--- src/rtl/fizzbuzz_stream.sv ---
// FizzBuzz listing generator: walks n = 1..LAST and streams the text as ASCII
// bytes over a valid/ready handshake, one 0x0A-terminated line per number.
module fizzbuzz_stream #(
  parameter int LAST = 100
) (
  input  logic       clk,
  input  logic       rst,
  input  logic       start,
  output logic       busy,
  output logic       done,
  output logic [7:0] out_data,
  output logic       out_valid,
  input  logic       out_ready,
  output logic       out_last
);

  if (LAST < 1 || LAST > 255) begin : g_last_check
    $error("fizzbuzz_stream: LAST must be in 1..255");
  end

  localparam logic [7:0] LAST_N = 8'(LAST);

  typedef enum logic [1:0] {IDLE, WORD, DIGIT, NL} state_t;

  state_t      state;
  logic [7:0]  n;
  logic [1:0]  r3;
  logic [2:0]  r5;
  logic [11:0] bcd;
  logic [2:0]  idx;

  logic        fire;
  logic        fizz;
  logic        buzz;
  logic [2:0]  word_end;
  logic [1:0]  r3_inc;
  logic [2:0]  r5_inc;
  logic [11:0] bcd_inc;
  logic        inc_fizz;
  logic        inc_buzz;
  logic [2:0]  inc_idx;
  logic [7:0]  inc_byte;

  // "FizzBuzz" is "Fizz" followed by "Buzz", so positions 4..7 always read as Buzz.
  function automatic logic [7:0] word_char(input logic fz, input logic [2:0] i);
    logic use_fizz;
    use_fizz = fz & ~i[2];
    case (i[1:0])
      2'd0:    word_char = use_fizz ? 8'h46 : 8'h42;
      2'd1:    word_char = use_fizz ? 8'h69 : 8'h75;
      default: word_char = 8'h7A;
    endcase
  endfunction

  function automatic logic [7:0] digit_char(input logic [11:0] b, input logic [1:0] i);
    case (i)
      2'd0:    digit_char = {4'h3, b[11:8]};
      2'd1:    digit_char = {4'h3, b[7:4]};
      default: digit_char = {4'h3, b[3:0]};
    endcase
  endfunction

  always_comb begin
    fire     = out_valid & out_ready;
    fizz     = (r3 == 2'd0);
    buzz     = (r5 == 3'd0);
    word_end = (fizz && buzz) ? 3'd7 : 3'd3;
    r3_inc   = (r3 == 2'd2) ? 2'd0 : r3 + 2'd1;
    r5_inc   = (r5 == 3'd4) ? 3'd0 : r5 + 3'd1;

    bcd_inc = bcd;
    if (bcd[3:0] != 4'd9) begin
      bcd_inc[3:0] = bcd[3:0] + 4'd1;
    end else begin
      bcd_inc[3:0] = '0;
      if (bcd[7:4] != 4'd9) begin
        bcd_inc[7:4] = bcd[7:4] + 4'd1;
      end else begin
        bcd_inc[7:4]  = '0;
        bcd_inc[11:8] = bcd[11:8] + 4'd1;
      end
    end

    // First byte of the following line, so it is registered without a bubble.
    inc_fizz = (r3_inc == 2'd0);
    inc_buzz = (r5_inc == 3'd0);
    if (bcd_inc[11:8] != 4'd0)     inc_idx = 3'd0;
    else if (bcd_inc[7:4] != 4'd0) inc_idx = 3'd1;
    else                           inc_idx = 3'd2;
    inc_byte = (inc_fizz || inc_buzz) ? word_char(inc_fizz, 3'd0)
                                      : digit_char(bcd_inc, inc_idx[1:0]);
  end

  always_ff @(posedge clk) begin
    if (rst) begin
      state     <= IDLE;
      n         <= '0;
      r3        <= '0;
      r5        <= '0;
      bcd       <= '0;
      idx       <= '0;
      out_data  <= '0;
      out_valid <= 1'b0;
      out_last  <= 1'b0;
      busy      <= 1'b0;
      done      <= 1'b0;
    end else begin
      done <= 1'b0;
      case (state)
        IDLE: begin
          if (start) begin
            // n = 1 is never Fizz/Buzz, so the run always opens on the digit '1'.
            n         <= 8'd1;
            r3        <= 2'd1;
            r5        <= 3'd1;
            bcd       <= 12'h001;
            idx       <= 3'd2;
            state     <= DIGIT;
            out_data  <= 8'h31;
            out_valid <= 1'b1;
            out_last  <= 1'b0;
            busy      <= 1'b1;
          end
        end
        WORD: begin
          if (fire) begin
            if (idx == word_end) begin
              state    <= NL;
              out_data <= 8'h0A;
              out_last <= (n == LAST_N);
            end else begin
              idx      <= idx + 3'd1;
              out_data <= word_char(fizz, idx + 3'd1);
            end
          end
        end
        DIGIT: begin
          if (fire) begin
            if (idx == 3'd2) begin
              state    <= NL;
              out_data <= 8'h0A;
              out_last <= (n == LAST_N);
            end else begin
              idx      <= idx + 3'd1;
              out_data <= digit_char(bcd, idx[1:0] + 2'd1);
            end
          end
        end
        NL: begin
          if (fire) begin
            if (out_last) begin
              state     <= IDLE;
              out_data  <= '0;
              out_valid <= 1'b0;
              out_last  <= 1'b0;
              busy      <= 1'b0;
              done      <= 1'b1;
            end else begin
              n        <= n + 8'd1;
              r3       <= r3_inc;
              r5       <= r5_inc;
              bcd      <= bcd_inc;
              state    <= (inc_fizz || inc_buzz) ? WORD : DIGIT;
              idx      <= (inc_fizz || inc_buzz) ? 3'd0 : inc_idx;
              out_data <= inc_byte;
            end
          end
        end
        default: state <= IDLE;
      endcase
    end
  end

endmodule
--- config.mk ---
export PLATFORM = sky130hd
export DESIGN_NAME = fizzbuzz_stream
export DESIGN_NICKNAME = d
export VERILOG_FILES = /design/src/rtl/fizzbuzz_stream.sv
export SDC_FILE = /design/constraint.sdc
export NUM_CORES = 1
export LEC_CHECK = 0
export CAP_MARGIN = 15
export CORE_MARGIN = 3
export CORE_UTILIZATION = 50
export CTS_CLUSTER_DIAMETER = 30
export DETAILED_ROUTE_END_ITERATION = 8
export PLACE_DENSITY = 0.74
export SLEW_MARGIN = 20
export SYNTH_ARGS = -nofsm -noshare
export SYNTH_HDL_FRONTEND = slang
export SYNTH_SLANG_ARGS = --single-unit
--- constraint.sdc ---
create_clock -name clk -period 4.23 [get_ports clk]
set_clock_uncertainty 0.2 [all_clocks]
set_input_delay 1.269 -clock clk [delete_from_list [all_inputs] [get_ports clk]]
set_output_delay 1.269 -clock clk [all_outputs]
set_load 0.005 [all_outputs]
After elaboration in Yosys (flattened, before gate mapping)
Cells that the tools add are included.
{"block": "classes", "n_reduce_logical": 19, "bitwise_logic": 5, "eq_ne": 23, "add_sub_neg": 8, "mux": 70}
{"operator": "$mux 8", "count": 10}
{"operator": "$mux 3", "count": 15}
{"operator": "$mux 12", "count": 3}
{"operator": "$pmux 8 s4", "count": 1}
{"operator": "$mux 2", "count": 14}
{"operator": "$pmux 12 s2", "count": 1}
{"operator": "$ne 2x2->1 const B", "count": 10}
{"operator": "$pmux 4 s2", "count": 2}
{"operator": "$pmux 8 s2", "count": 1}
{"operator": "$add 4x1->4 const B", "count": 3}
{"operator": "$logic_not 2->1", "count": 6}
{"operator": "$mux 4", "count": 3}
{"operator": "$pmux 3 s4", "count": 1}
{"operator": "$pmux 6 s2", "count": 1}
{"operator": "$reduce_and 4->1", "count": 3}
{"operator": "$mux 1", "count": 10}
{"operator": "$add 8x1->8 const B", "count": 1}
{"operator": "$eq 2x1->1 const B", "count": 4}
{"operator": "$eq 8x7->1 const B", "count": 1}
{"operator": "$ne 4x4->1 const B", "count": 2}
{"operator": "$pmux 2 s4", "count": 1}
{"operator": "$reduce_bool 4->1", "count": 2}
{"operator": "$mux 7", "count": 1}
{"operator": "$reduce_and 7->1", "count": 1}
{"operator": "20 further kinds", "count": 28}
{"block": "word_totals", "input_bits": 4, "output_inout_bits": 12, "elab_cells": 135, "ff_bits": 41}

Depth between registers and ports, before layout
{"block": "depth", "word_depth": 12, "mapped_depth": 9, "mapped_depth_nobuf": 7}

Worst setup path after synthesis
No wires, ideal clock.
{"block": "synth_timing", "path_kind": "input-to-reg", "startpoint": "in start", "endpoint": "reg n[7]", "setup_slack_ns": 1.401, "arrival_ns": 2.570, "path_stages": 6, "required_ns": 3.971, "setup_ns": 0.059, "path_buffers": 1, "path_cell_list": "nor2b_1 -> clkbuf_1 -> a211oi_2 -> nand4_1 -> or4_1 -> nand2_1"}
{"block": "synth_between", "elab_chain_cells": 2}
{"element": "from (decl)", "line": "8", "text": "input logic start,"}
{"element": "$ne 2x2->1 (no line)"}
{"element": "$reduce_and 4->1 (no line)"}
{"element": "to (signal assigned)", "line": "159", "text": "n <= n + 8'd1;"}
{"element": "to (decl)", "line": "26", "text": "logic [7:0] n;"}
No other way between the ends.
A chain may end at the register's enable or synchronous reset.

Worst setup path in the final report
{"block": "layout_timing", "startpoint": "in start", "endpoint": "reg bcd[8]"}
{"block": "layout_between", "elab_chain_cells": 2}
{"element": "$ne 2x2->1 (no line)"}
{"element": "$reduce_and 4->1 (no line)"}
{"element": "to (signal assigned)", "line": "162", "text": "bcd <= bcd_inc;"}
{"element": "to (decl)", "line": "29", "text": "logic [11:0] bcd;"}
No other way between the ends.

==> impl_metrics.tcl <==
set metrics [dict create \
    multi_input_comb_area_um2 1832 \
    critPathMaxFanout 12 \
    period_minus_slack_ns 3.115 \
    critPathBufInv 1 \
    hold_path_end "out_data[6]" \
    clockPowerShare_pct 22.1 \
    fin_tns_setup_ns 0 \
    setup.worst_path.start "start" \
    fill_cells 483 \
    layout-drive-gt1-share_pct 8.123 \
    rsz0062_at_grt "false" \
    design.core.area_um2 5303 \
    ant_nets 0 \
    clkTransAtPathRegs_ns 0.08 \
    yosys_warnings 0 \
    syn-cell-area_um2 2848 \
    worst_slew_pin_slew_ns 0.6292 \
    p_int_mw 0.8454 \
    ios 16 \
    rows 26 \
    hp-class "flop to flop" \
    worstPathArrival_ns 3.10 \
    worstPathRequired_ns 4.21 \
    synth_top_area_cell "dfxtp_1" \
    path_cells "clkdlybuf4s50_1 -> nor2b_1 -> or3_1 -> o21ai_0 -> a21oi_1 -> nor2_1" \
    r2r_start "state[0]" \
    gp_congestion 0.9104 \
    drtIter0Drc 313 \
    cp-start-kind "primary input" \
    clk_path_buf_depth 2 \
    synth_cells 359 \
    cts.sinks 40 \
    dp_hpwl_um 4869 \
    critPathSlowestCell "clkdlybuf4s50_1" \
    grtUsageTotal_pct 22.20 \
    end_kind "flop" \
    post_synth.cell_area_avg_um2 7.932 \
    cts.htree.levels 2 \
    antenna_found_initial 0 \
    final_core_util_pct 57.88 \
    antennaDiodeCount 0 \
    die_area_um2 6637 \
    cts_resized 0 \
    slowest_delay_ns 0.45 \
    syn-num-nets 376 \
    min_path_cells 2 \
    fin_area_um2 3069 \
    grt.overflow.total 0 \
    regToRegSetupSlack_ns 1.65 \
    fmax_ghz 0.3210 \
    vias_per_cell 6.155 \
    first_global_vias 2380 \
    synth_edf_count 0 \
    wl_per_cell_um 15.90 \
    reg2reg_to "bcd[8]" \
    rr_worst_depth 7 \
    die_h_um 81.47 \
    yosysSeqAreaShare_pct 28.12 \
    die_x_um 81.47 \
    cts_tree "done" \
    grt_pass1_wl_um 11650 \
    area_growth_pct 7.777 \
    drt_wl_total_um 6791 \
    cts_buffers 5 \
    fin_ws_ns 1.115 \
    ys_top_cells_by_count "40 x dfxtp_1, 31 x nor2_1, 27 x nand2_1" \
    portBuffers 14 \
    drtPass1Iterations 5 \
    cts_setup_buffers 0 \
    clk-insertion-delay-late_ns 0.29 \
    outcome "completed" \
    fin_nets 373 \
    dpl_worst_slack_ns 0.8369 \
    crit_family "simple AND/OR/NAND/NOR gates" \
    drv_cap 0 \
    path_class "primary input to flop" \
    grt_max_degree 20 \
    clock-root-buffer "clkbuf_8" \
    slew_headroom_pct 57.59 \
    placed_area_um2 2962 \
    async_flop_share_pct 0 \
    synth_top_area_share_pct 28.12 \
    synth_area_leaders "dfxtp_1 28%, ha_1 5.7%, nor2_1 4.1%, a21oi_1 3.7%, nand2_1 3.6%" \
    power.density_nw_per_um2 463.1 \
    hp-start "out_data[6]" \
    route.vias.total 2628 \
    final-max-slew-violation-count 0 \
    seq_power_share_pct 32.7 \
    leakage_nw 1.104 \
    setup_viol 0 \
    power.share.combinational_pct 45.2 \
    fin_crit_sh_pct 73.65 \
    ctsHoldBuffers 0 \
    sw_frac_of_total_pct 40.53 \
    synth_cell_types 65 \
    seq_area_um2 800.8 \
    hold_violations 0 \
    vdd_drop_max_uv 218.2 \
    power.switching_mw 0.5761 \
    drc_errors 0 \
    yosysMostFrequentCell "dfxtp_1" \
    start_util_pct 53.70 \
    synth_ff_type "dfxtp_1" \
    ys_ff_latch 40 \
]
## layout by cell type (no fill, tap or decap), types with 6 or more instances in the layout
cell type	count
inv_1	19
nor3_1	9
a211oi_1	8
o21ai_0	20
nand3b_1	6
a22oi_1	11
or3_1	7
a21oi_1	21
nand4_1	6
clkdlybuf4s50_1	14
dfxtp_1	40
nand2b_1	7
nor2_1	31
nor4_1	6
ha_1	13
nand2_1	27
nor2b_1	6
## power by group through the flow
| stage | combinational, mW | sequential, mW | clock, mW |
|---|---|---|---|
| final | 0.643 | 0.464 | 0.315 |
| after global routing | 0.710 | 0.473 | 0.335 |
| after CTS | 0.633 | 0.464 | 0.316 |
| after detailed placement | 0.631 | 0.472 | 0 |
| after global placement | 0.620 | 0.473 | 0 |
| after floorplan | 0.470 | 0.460 | 0 |
## flip-flops by register name, summed over array words and instances, names as in the netlist
name       flops
bcd           12
done           1
idx            3
n              8
out_data       7
out_last       1
out_valid      1
r3             2
r5             3
state          2
## how the worst max path moves through the flow
stage                        end  slack [ns]  cells after the start
after floorplan             n[7]        1.40                      6
after global placement    bcd[9]        0.90                      6
after detailed placement  bcd[8]        0.84                      6
after CTS                 bcd[8]        1.12                      6
after global routing      bcd[8]        0.92                      6
final                     bcd[8]        1.11                      6
## tightest hold or removal path: cells and delay by family (launching register included)
family	cells	cell delay [ns]
DFF	1	0.32
and+or+nand+nor	1	0.05
AOI/OAI and AO/OA	1	0.05
## layer usage
metal / up-vias / GRT usage, % / part of all wire [%]
li1: 1307 / - / -
met1: 1231 / 31.99 / 49
met2: 79 / 33.79 / 45
met3: 11 / 4.057 / 4.3
met4: 0 / 6.081 / 1.8
met5: - / 0 / 0
## cell families (layout without fill, tap and decap cells)
group                    Yosys count  count (layout)  synth area share [%]
XOR/XNOR                           9               9                 2.768
other                              1               1                0.1317
AND/OR/NAND/NOR                  136             136                 26.49
buffers and inverters             47              45                 7.557
multiplexers                       5               5                 1.758
flip-flops                        40              40                 28.12
adder cells (fa/ha/maj)           13              13                 5.712
AO/OA/AOI/OAI                    108             108                 27.46
## cell type report
cell class | count | area share, %
clock buffer | 6 | 2.364
clock inverter | 2 | 1.141
inverter | 19 | 2.324
multi-input combinational | 272 | 59.68
sequential | 40 | 26.09
tap | 70 | 2.854
timing repair buffer | 18 | 5.544
## metrics by stage
step | hold WS [ns] | total power [mW] | std cells
after floorplan | 0.2483 | 0.9300 | 359
after global placement | 0.2402 | 1.093 | 419
after detailed placement | 0.2531 | 1.103 | 419
after CTS | 0.2645 | 1.413 | 427
after global routing | 0.2942 | 1.518 | 427
final | 0.2594 | 1.421 | 427
Power figures use the tool's default switching activity.
